$ cat config.mk
export PLATFORM = sky130hd
export DESIGN_NAME = weight_loader
export DESIGN_NICKNAME = d
export VERILOG_FILES = /design/src/rtl/weight_loader.sv
export SDC_FILE = /design/constraint.sdc
export NUM_CORES = 1
export LEC_CHECK = 0
export BUFFER_PORTS_ARGS = -buffer_cell sky130_fd_sc_hd__buf_2
export CAP_MARGIN = 10
export CORE_MARGIN = 2
export CORE_UTILIZATION = 44
export CTS_CLUSTER_DIAMETER = 200
export DETAILED_ROUTE_END_ITERATION = 6
export HOLD_SLACK_MARGIN = 0.15
export PLACE_DENSITY = 0.73
export SLEW_MARGIN = 20
export SYNTH_ARGS = -nofsm -noshare
export SYNTH_HDL_FRONTEND = slang
export SYNTH_SLANG_ARGS = --single-unit
$ cat constraint.sdc
create_clock -name clk -period 1.65 [get_ports clk]
set_clock_uncertainty 0.1 [all_clocks]
set_input_delay 0.33 -clock clk [delete_from_list [all_inputs] [get_ports clk]]
set_output_delay 0.33 -clock clk [all_outputs]
set_load 0.01 [all_outputs]
$ cat src/rtl/weight_loader.sv
// weight_loader: streams BIT_SIZE-bit weight words into the per-node weight
// memory, node index fastest and layer index slowest, and pulses done on the
// final write.
// Optional feature: define WEIGHT_LOADER_CHECKSUM_EN to build the running
// modulo-2^BIT_SIZE checksum of accepted words; otherwise checksum is tied to 0.
//
// Handshake: a word transfers on every rising edge where s_valid && s_ready.
// s_ready depends only on the FSM state (high in LOAD), never on s_valid, and
// s_valid is ignored whenever s_ready is low.
module weight_loader #(
  parameter int LAYER_SIZE  = 4,
  parameter int LAYER_DEPTH = 4,
  parameter int BIT_SIZE    = 16
) (
  input  logic                           clk,
  input  logic                           rst,
  input  logic                           start,
  input  logic                           s_valid,
  input  logic [BIT_SIZE-1:0]            s_data,
  output logic                           s_ready,
  output logic                           mem_write_enable,
  output logic [$clog2(LAYER_DEPTH)-1:0] mem_layer,
  output logic [$clog2(LAYER_SIZE)-1:0]  mem_node,
  output logic [BIT_SIZE-1:0]            mem_data,
  output logic                           busy,
  output logic                           done,
  output logic [BIT_SIZE-1:0]            checksum
);

  localparam int NW = $clog2(LAYER_SIZE);
  localparam int LW = $clog2(LAYER_DEPTH);
  localparam logic [NW-1:0] NODE_LAST  = NW'(LAYER_SIZE - 1);
  localparam logic [LW-1:0] LAYER_LAST = LW'(LAYER_DEPTH - 1);

  typedef enum logic [1:0] {
    IDLE = 2'd0,
    LOAD = 2'd1,
    LAST = 2'd2
  } state_e;

  state_e              state_q, state_d;
  logic [NW-1:0]       node_q, node_d;
  logic [LW-1:0]       layer_q, layer_d;
  logic                we_q, we_d;
  logic [LW-1:0]       mem_layer_q, mem_layer_d;
  logic [NW-1:0]       mem_node_q, mem_node_d;
  logic [BIT_SIZE-1:0] mem_data_q, mem_data_d;

  // Next-state, address counters and registered write port contents.
  always_comb begin
    state_d     = state_q;
    node_d      = node_q;
    layer_d     = layer_q;
    we_d        = 1'b0;
    mem_layer_d = mem_layer_q;
    mem_node_d  = mem_node_q;
    mem_data_d  = mem_data_q;
    s_ready     = 1'b0;
    done        = 1'b0;
    case (state_q)
      IDLE: begin
        if (start) begin
          state_d = LOAD;
          node_d  = '0;
          layer_d = '0;
        end
      end
      LOAD: begin
        s_ready = 1'b1;
        if (s_valid) begin
          // Address is captured at acceptance; the write lands next cycle.
          we_d        = 1'b1;
          mem_layer_d = layer_q;
          mem_node_d  = node_q;
          mem_data_d  = s_data;
          if (node_q == NODE_LAST) begin
            node_d = '0;
            if (layer_q == LAYER_LAST) begin
              // Final word: park the counters at 0 rather than overflow.
              layer_d = '0;
              state_d = LAST;
            end else begin
              layer_d = layer_q + LW'(1);
            end
          end else begin
            node_d = node_q + NW'(1);
          end
        end
      end
      LAST: begin
        // The last accepted word is being written this cycle.
        done    = 1'b1;
        state_d = IDLE;
      end
      default: state_d = IDLE;
    endcase
  end

  // State, counter and write-port registers with synchronous reset.
  always_ff @(posedge clk) begin
    if (rst) begin
      state_q     <= IDLE;
      node_q      <= '0;
      layer_q     <= '0;
      we_q        <= 1'b0;
      mem_layer_q <= '0;
      mem_node_q  <= '0;
      mem_data_q  <= '0;
    end else begin
      state_q     <= state_d;
      node_q      <= node_d;
      layer_q     <= layer_d;
      we_q        <= we_d;
      mem_layer_q <= mem_layer_d;
      mem_node_q  <= mem_node_d;
      mem_data_q  <= mem_data_d;
    end
  end

  assign busy             = (state_q != IDLE);
  assign mem_write_enable = we_q;
  assign mem_layer        = mem_layer_q;
  assign mem_node         = mem_node_q;
  assign mem_data         = mem_data_q;

`ifdef WEIGHT_LOADER_CHECKSUM_EN
  logic [BIT_SIZE-1:0] checksum_q, checksum_d;

  // Running sum of accepted words, cleared when a new load starts.
  always_comb begin
    checksum_d = checksum_q;
    if (state_q == IDLE && start) begin
      checksum_d = '0;
    end else if (state_q == LOAD && s_valid) begin
      checksum_d = checksum_q + s_data;
    end
  end

  // Checksum register.
  always_ff @(posedge clk) begin
    if (rst) begin
      checksum_q <= '0;
    end else begin
      checksum_q <= checksum_d;
    end
  end

  assign checksum = checksum_q;
`else
  assign checksum = '0;
`endif

endmodule
---- Word-level counts from Yosys, hierarchy flattened ----
Index checks and enable logic that the tools add are counted.
word-level totals
  output and inout bits ................... 40
  register bits ........................... 27
  bits of input ports ..................... 20
cells by class
  eq/ne operators ......................... 8
  multiplexer cells ....................... 16
  reductions and logical operators ........ 8
  bitwise logic cells ..................... 1
  $add $sub $neg .......................... 2
operator list
  cell                                                                    count
  2-bit 2-to-1 mux                                                        10
  2-bit one-hot mux with 2 select lines                                   3
  2-bit != test (second input constant)                                   4
  4-bit AND reduction                                                     2
  2-bit equality test (second input constant)                             3
  2-bit by 1-bit adder with 2-bit output (second input constant)          2
  2-bit nonzero test                                                      2
  1-bit 2-to-1 mux                                                        3
  3-bit AND reduction                                                     1
  2-bit by 1-bit equality test with 1-bit output (second input constant)  1
  2-bit zero test                                                         1
  2-bit AND reduction                                                     1
  2-bit OR reduction                                                      1
  1-bit NOT                                                               1

---- Longest topological paths before layout ----
  word-level depth ........................ 5
  mapped depth ............................ 5

---- Worst setup path after synthesis ----
No wires, ideal clock.
  path kind ............................... flip-flop to flip-flop
  start point ............................. register state_q[0]
  end point ............................... register layer_q[0]
  data arrival time ....................... 0.948 ns
  path slack .............................. 0.485 ns
  path buffers ............................ 1
  library setup time ...................... 0.117 ns
  required time ........................... 1.433 ns
  stages on the path, launching flop included .. 5
  path through ............................ dfxtp_1 > buf_6 > nor2b_4 > a311oi_2 > a22o_1
between the ends
  cells in the longest elaborated chain, start to end .. 3
  elaborated cells on any way between the ends .. 8
  classes of those cells .................. 4 x eq/ne; 1 x mux; 3 x reduce/logical
RTL lines
  what                                                                               RTL line  text
  from (decl)                                                                        41        state_e state_q, state_d;
  from (signal assigned)                                                             110       state_q <= state_d;
  2-bit by 1-bit equality test with 1-bit output or 2-bit zero test (tied branches)  60        case (state_q)
  2-bit != test (no line) or 2-bit nonzero test (tied branches)                      -
  4-bit AND reduction (no line)                                                      -
  to (signal assigned)                                                               112       layer_q <= layer_d;
  to (decl)                                                                          43        logic [LW-1:0] layer_q, layer_d;
Parallel ways exist; a longest one is shown, timed or not.
A chain may end at the register's enable or synchronous reset.

---- Final worst setup path ----
  start point ............................. register state_q[1]
  end point ............................... output busy
between the ends
  cells in the longest elaborated chain, start to end .. 1
RTL lines
  what                RTL line  text
  2-bit nonzero test  120       assign busy = (state_q != IDLE);
  to (decl)           25        output logic busy,
No other way between the ends.

==> impl_metrics.py <==
metrics = {
    "synth": {
        "syn_area_um2": 1200,
        "muxShareOfSynthArea": 0.0125,
        "synth_warnings": 0,
        "synth_top_family_by_area": "simple AND/OR/NAND/NOR gates",
        "yosys.area_share.simple": 0.212,
        "synth_xor_area_frac": 0,
        "yosysUniqueCellTypes": 23,
        "synth_seq_cells": 27,
        "syn_area_per_cell_um2": 8.75,
        "synth_compound_area_frac": 0.138,
        "ys_seq_area_frac": 0.451,
        "synth_fa_ha_area_frac": 0.0209,
        "syn_inst": 137,
    },
    "layout": {
        "fillers": 241,
        "antenna_cells": 0,
        "fin_nets": 214,
        "syn2layout_area_growth_pct": 25.4,
        "area.sequential_um2": 543,
        "layout_commonest_cell": "buf_2",
        "layout_common_cells": "buf_2 (43), nand2_1 (42), dfxtp_1 (25)",
        "drive_above_1_share": 0.298,
        "multiInputGateArea_um2": 519,
    },
    "die": {
        "dieArea_um2": 3160,
        "ios": 60,
        "initial_utilization": 0.475,
        "core-area_um2": 2520,
        "die_x_um": 56.2,
        "rows": 18,
        "die_h_um": 56.2,
    },
    "placement": {
        "finalWeightedCongestion": 0.784,
        "portBuffers": 43,
        "hpwl_um": 1750,
        "dp_slack_ns": 0.235,
    },
    "critical_path": {
        "required_ns": 1.22,
        "max_stage_delay_ns": 0.38,
        "cp-end-kind": "primary output",
        "cp_slowest_cell": "dfxtp_2",
        "crit_chain": "or2_2 > buf_2",
        "critPathArrivalTime_ns": 1.13,
        "worst_r2r_path_depth": 4,
        "path_class": "reg -> out",
        "path_max_fanout": 7,
        "start_kind": "flop",
    },
    "cts": {
        "htreeDepth": 1,
        "clock_latency_ns": 0.31,
        "cts_tree": "done",
        "root_buffer": "clkbuf_4",
        "clkTransAtPathRegs_ns": 0.13,
        "cts.sinks": 27,
        "cts_buffer_depth": 2,
        "post_cts_buffers": 0,
        "cts_made_buffers": 3,
    },
    "sta": {
        "fin_hold_ws_ns": 0.169,
        "setup_viol": 0,
        "min_period_ns": 1.56,
        "finalHoldViolCount": 0,
        "clock.fmax_mhz": 641,
        "setup_tns_ns": 0,
        "fin_ws_ns": 0.0901,
        "rsz0062_at_grt": "no",
        "slew_viol_final": 0,
        "period_share": 0.945,
    },
    "route": {
        "wirelength_um": 2530,
        "vias": 1004,
        "drtPass1Iterations": 4,
        "dr.first_iter.drc_count": 23,
        "post_drt_via_cell_ratio": 4.54,
        "routedWlPerCell_um": 11.5,
        "drc_errors": 0,
        "ant_nets": 0,
    },
    "global_routing": {
        "use_met2": 0.309,
        "antenna_found_initial": 0,
        "grt_util_met3": 0.0349,
        "grt_pass1_wl_um": 4010,
        "grt_max_degree": 22,
        "grt_pass1_vias": 948,
        "track_usage": 0.161,
        "use_met1": 0.171,
        "top_usage_layer": "met2",
        "gr-total-overflow": 0,
    },
    "power_and_ir_drop": {
        "p_clk_frac": 0.240,
        "pwr_density_cell_nw_per_um2": 751,
        "leakage_uw": 0.000708,
        "power.switching_uw": 280,
        "fin_total_pwr_uw": 1130,
        "intPower_uw": 848,
        "swShare": 0.248,
        "seqPwrFrac": 0.609,
        "vdd_ir_drop_max_v": 0.000448,
        "comb_power_share": 0.151,
    },
    "job": {
        "max_cap_viol_count": 0,
    },
    "worst_hold_path": {
        "hold_depth": 3,
        "hp-class": "in -> reg",
    },
    "run_status": {
        "status": "finished clean",
    },
}
per-layer routing:
metal,vias up,wire [um]
met5,-,0
met3,4,139
met1,447,1000
met4,0,29
li1,522,-
met2,31,1360
critical path: cells and delay by family, from the launching register on:
kind                   cells  cell delay, ns
buffers and inverters      1            0.14
flip-flops                 1            0.38
AND/OR/NAND/NOR            1            0.29
kinds of logic (layout without fill, tap and decap cells):
logic type,count (synthesis),count (layout)
fa+ha+maj,2,2
buf+inv,25,64
mux,1,1
compound gates,27,27
other cells,1,16
flops,27,27
simple gates,54,54
Yosys cell counts, drive strengths merged:
library cell   n  area share
nand2         42        0.13
dfxtp         27        0.45
buf           22        0.15
a21oi         21       0.091
a22o           4       0.029
nor2           4       0.013
clkbuf         2      0.0063
ha             2       0.021
nor3b          2       0.017
a311oi         1       0.013
and2           1      0.0052
and3b          1      0.0084
conb           1      0.0031
inv            1      0.0031
mux2           1       0.013
nand3b         1       0.017
nor2b          1       0.011
nor3           1      0.0042
o22ai          1      0.0052
or2            1      0.0052
timing repair:
action                                  in CTS  in global routing
endpoints found under the setup margin       1                  2
endpoints found under the hold margin       13                  2
resized for setup                            1                  1
hold buffers                                13                  2
per-stage QoR:
step / area (um^2) / util / cells
2_1_floorplan: 1250 / - / 152
3_3_place_gp: 1320 / 0.525 / 202
3_5_place_dp: 1320 / 0.525 / 202
4_1_cts: 1480 / 0.587 / 219
5_1_grt: 1500 / 0.596 / 221
6_report: 1500 / 0.596 / 221
layout make-up:
class	count	share of cell area
clock buffer	4	0.0175
inverter	1	0.00250
multi-input combinational	100	0.346
sequential	27	0.361
tap	30	0.0250
timing repair buffer	59	0.248
power groups by stage:
| stage | Sequential, uW | Combinational, uW | Clock (uW) |
|---|---|---|---|
| global placement | 700 | 139 | 0 |
| detailed placement | 701 | 142 | 0 |
| CTS | 687 | 167 | 286 |
| finish | 687 | 170 | 271 |
| floorplan | 705 | 124 | 0 |
| global route | 690 | 188 | 317 |
final timing paths:
check	startpoint	slack (ns)	endpoint
max	state_q[1]$_SDFFE_PP0P_	0.09	busy
max reg2reg	node_q[0]$_SDFFE_PP0P_	0.35	state_q[1]$_SDFFE_PP0P_
min reg2reg	mem_data[11]$_SDFFE_PP0P_	0.36	mem_data[11]$_SDFFE_PP0P_
min	s_data[6]	0.17	mem_data[6]$_SDFFE_PP0P_
registers in the layout, indices dropped and copies added, names as in the netlist:
| register | count |
|---|---|
| node_q | 2 |
| state_q | 2 |
| mem_layer | 2 |
| layer_q | 2 |
| mem_node | 2 |
| mem_write_enable | 1 |
| mem_data | 16 |
(Power assumes the default switching activity.)
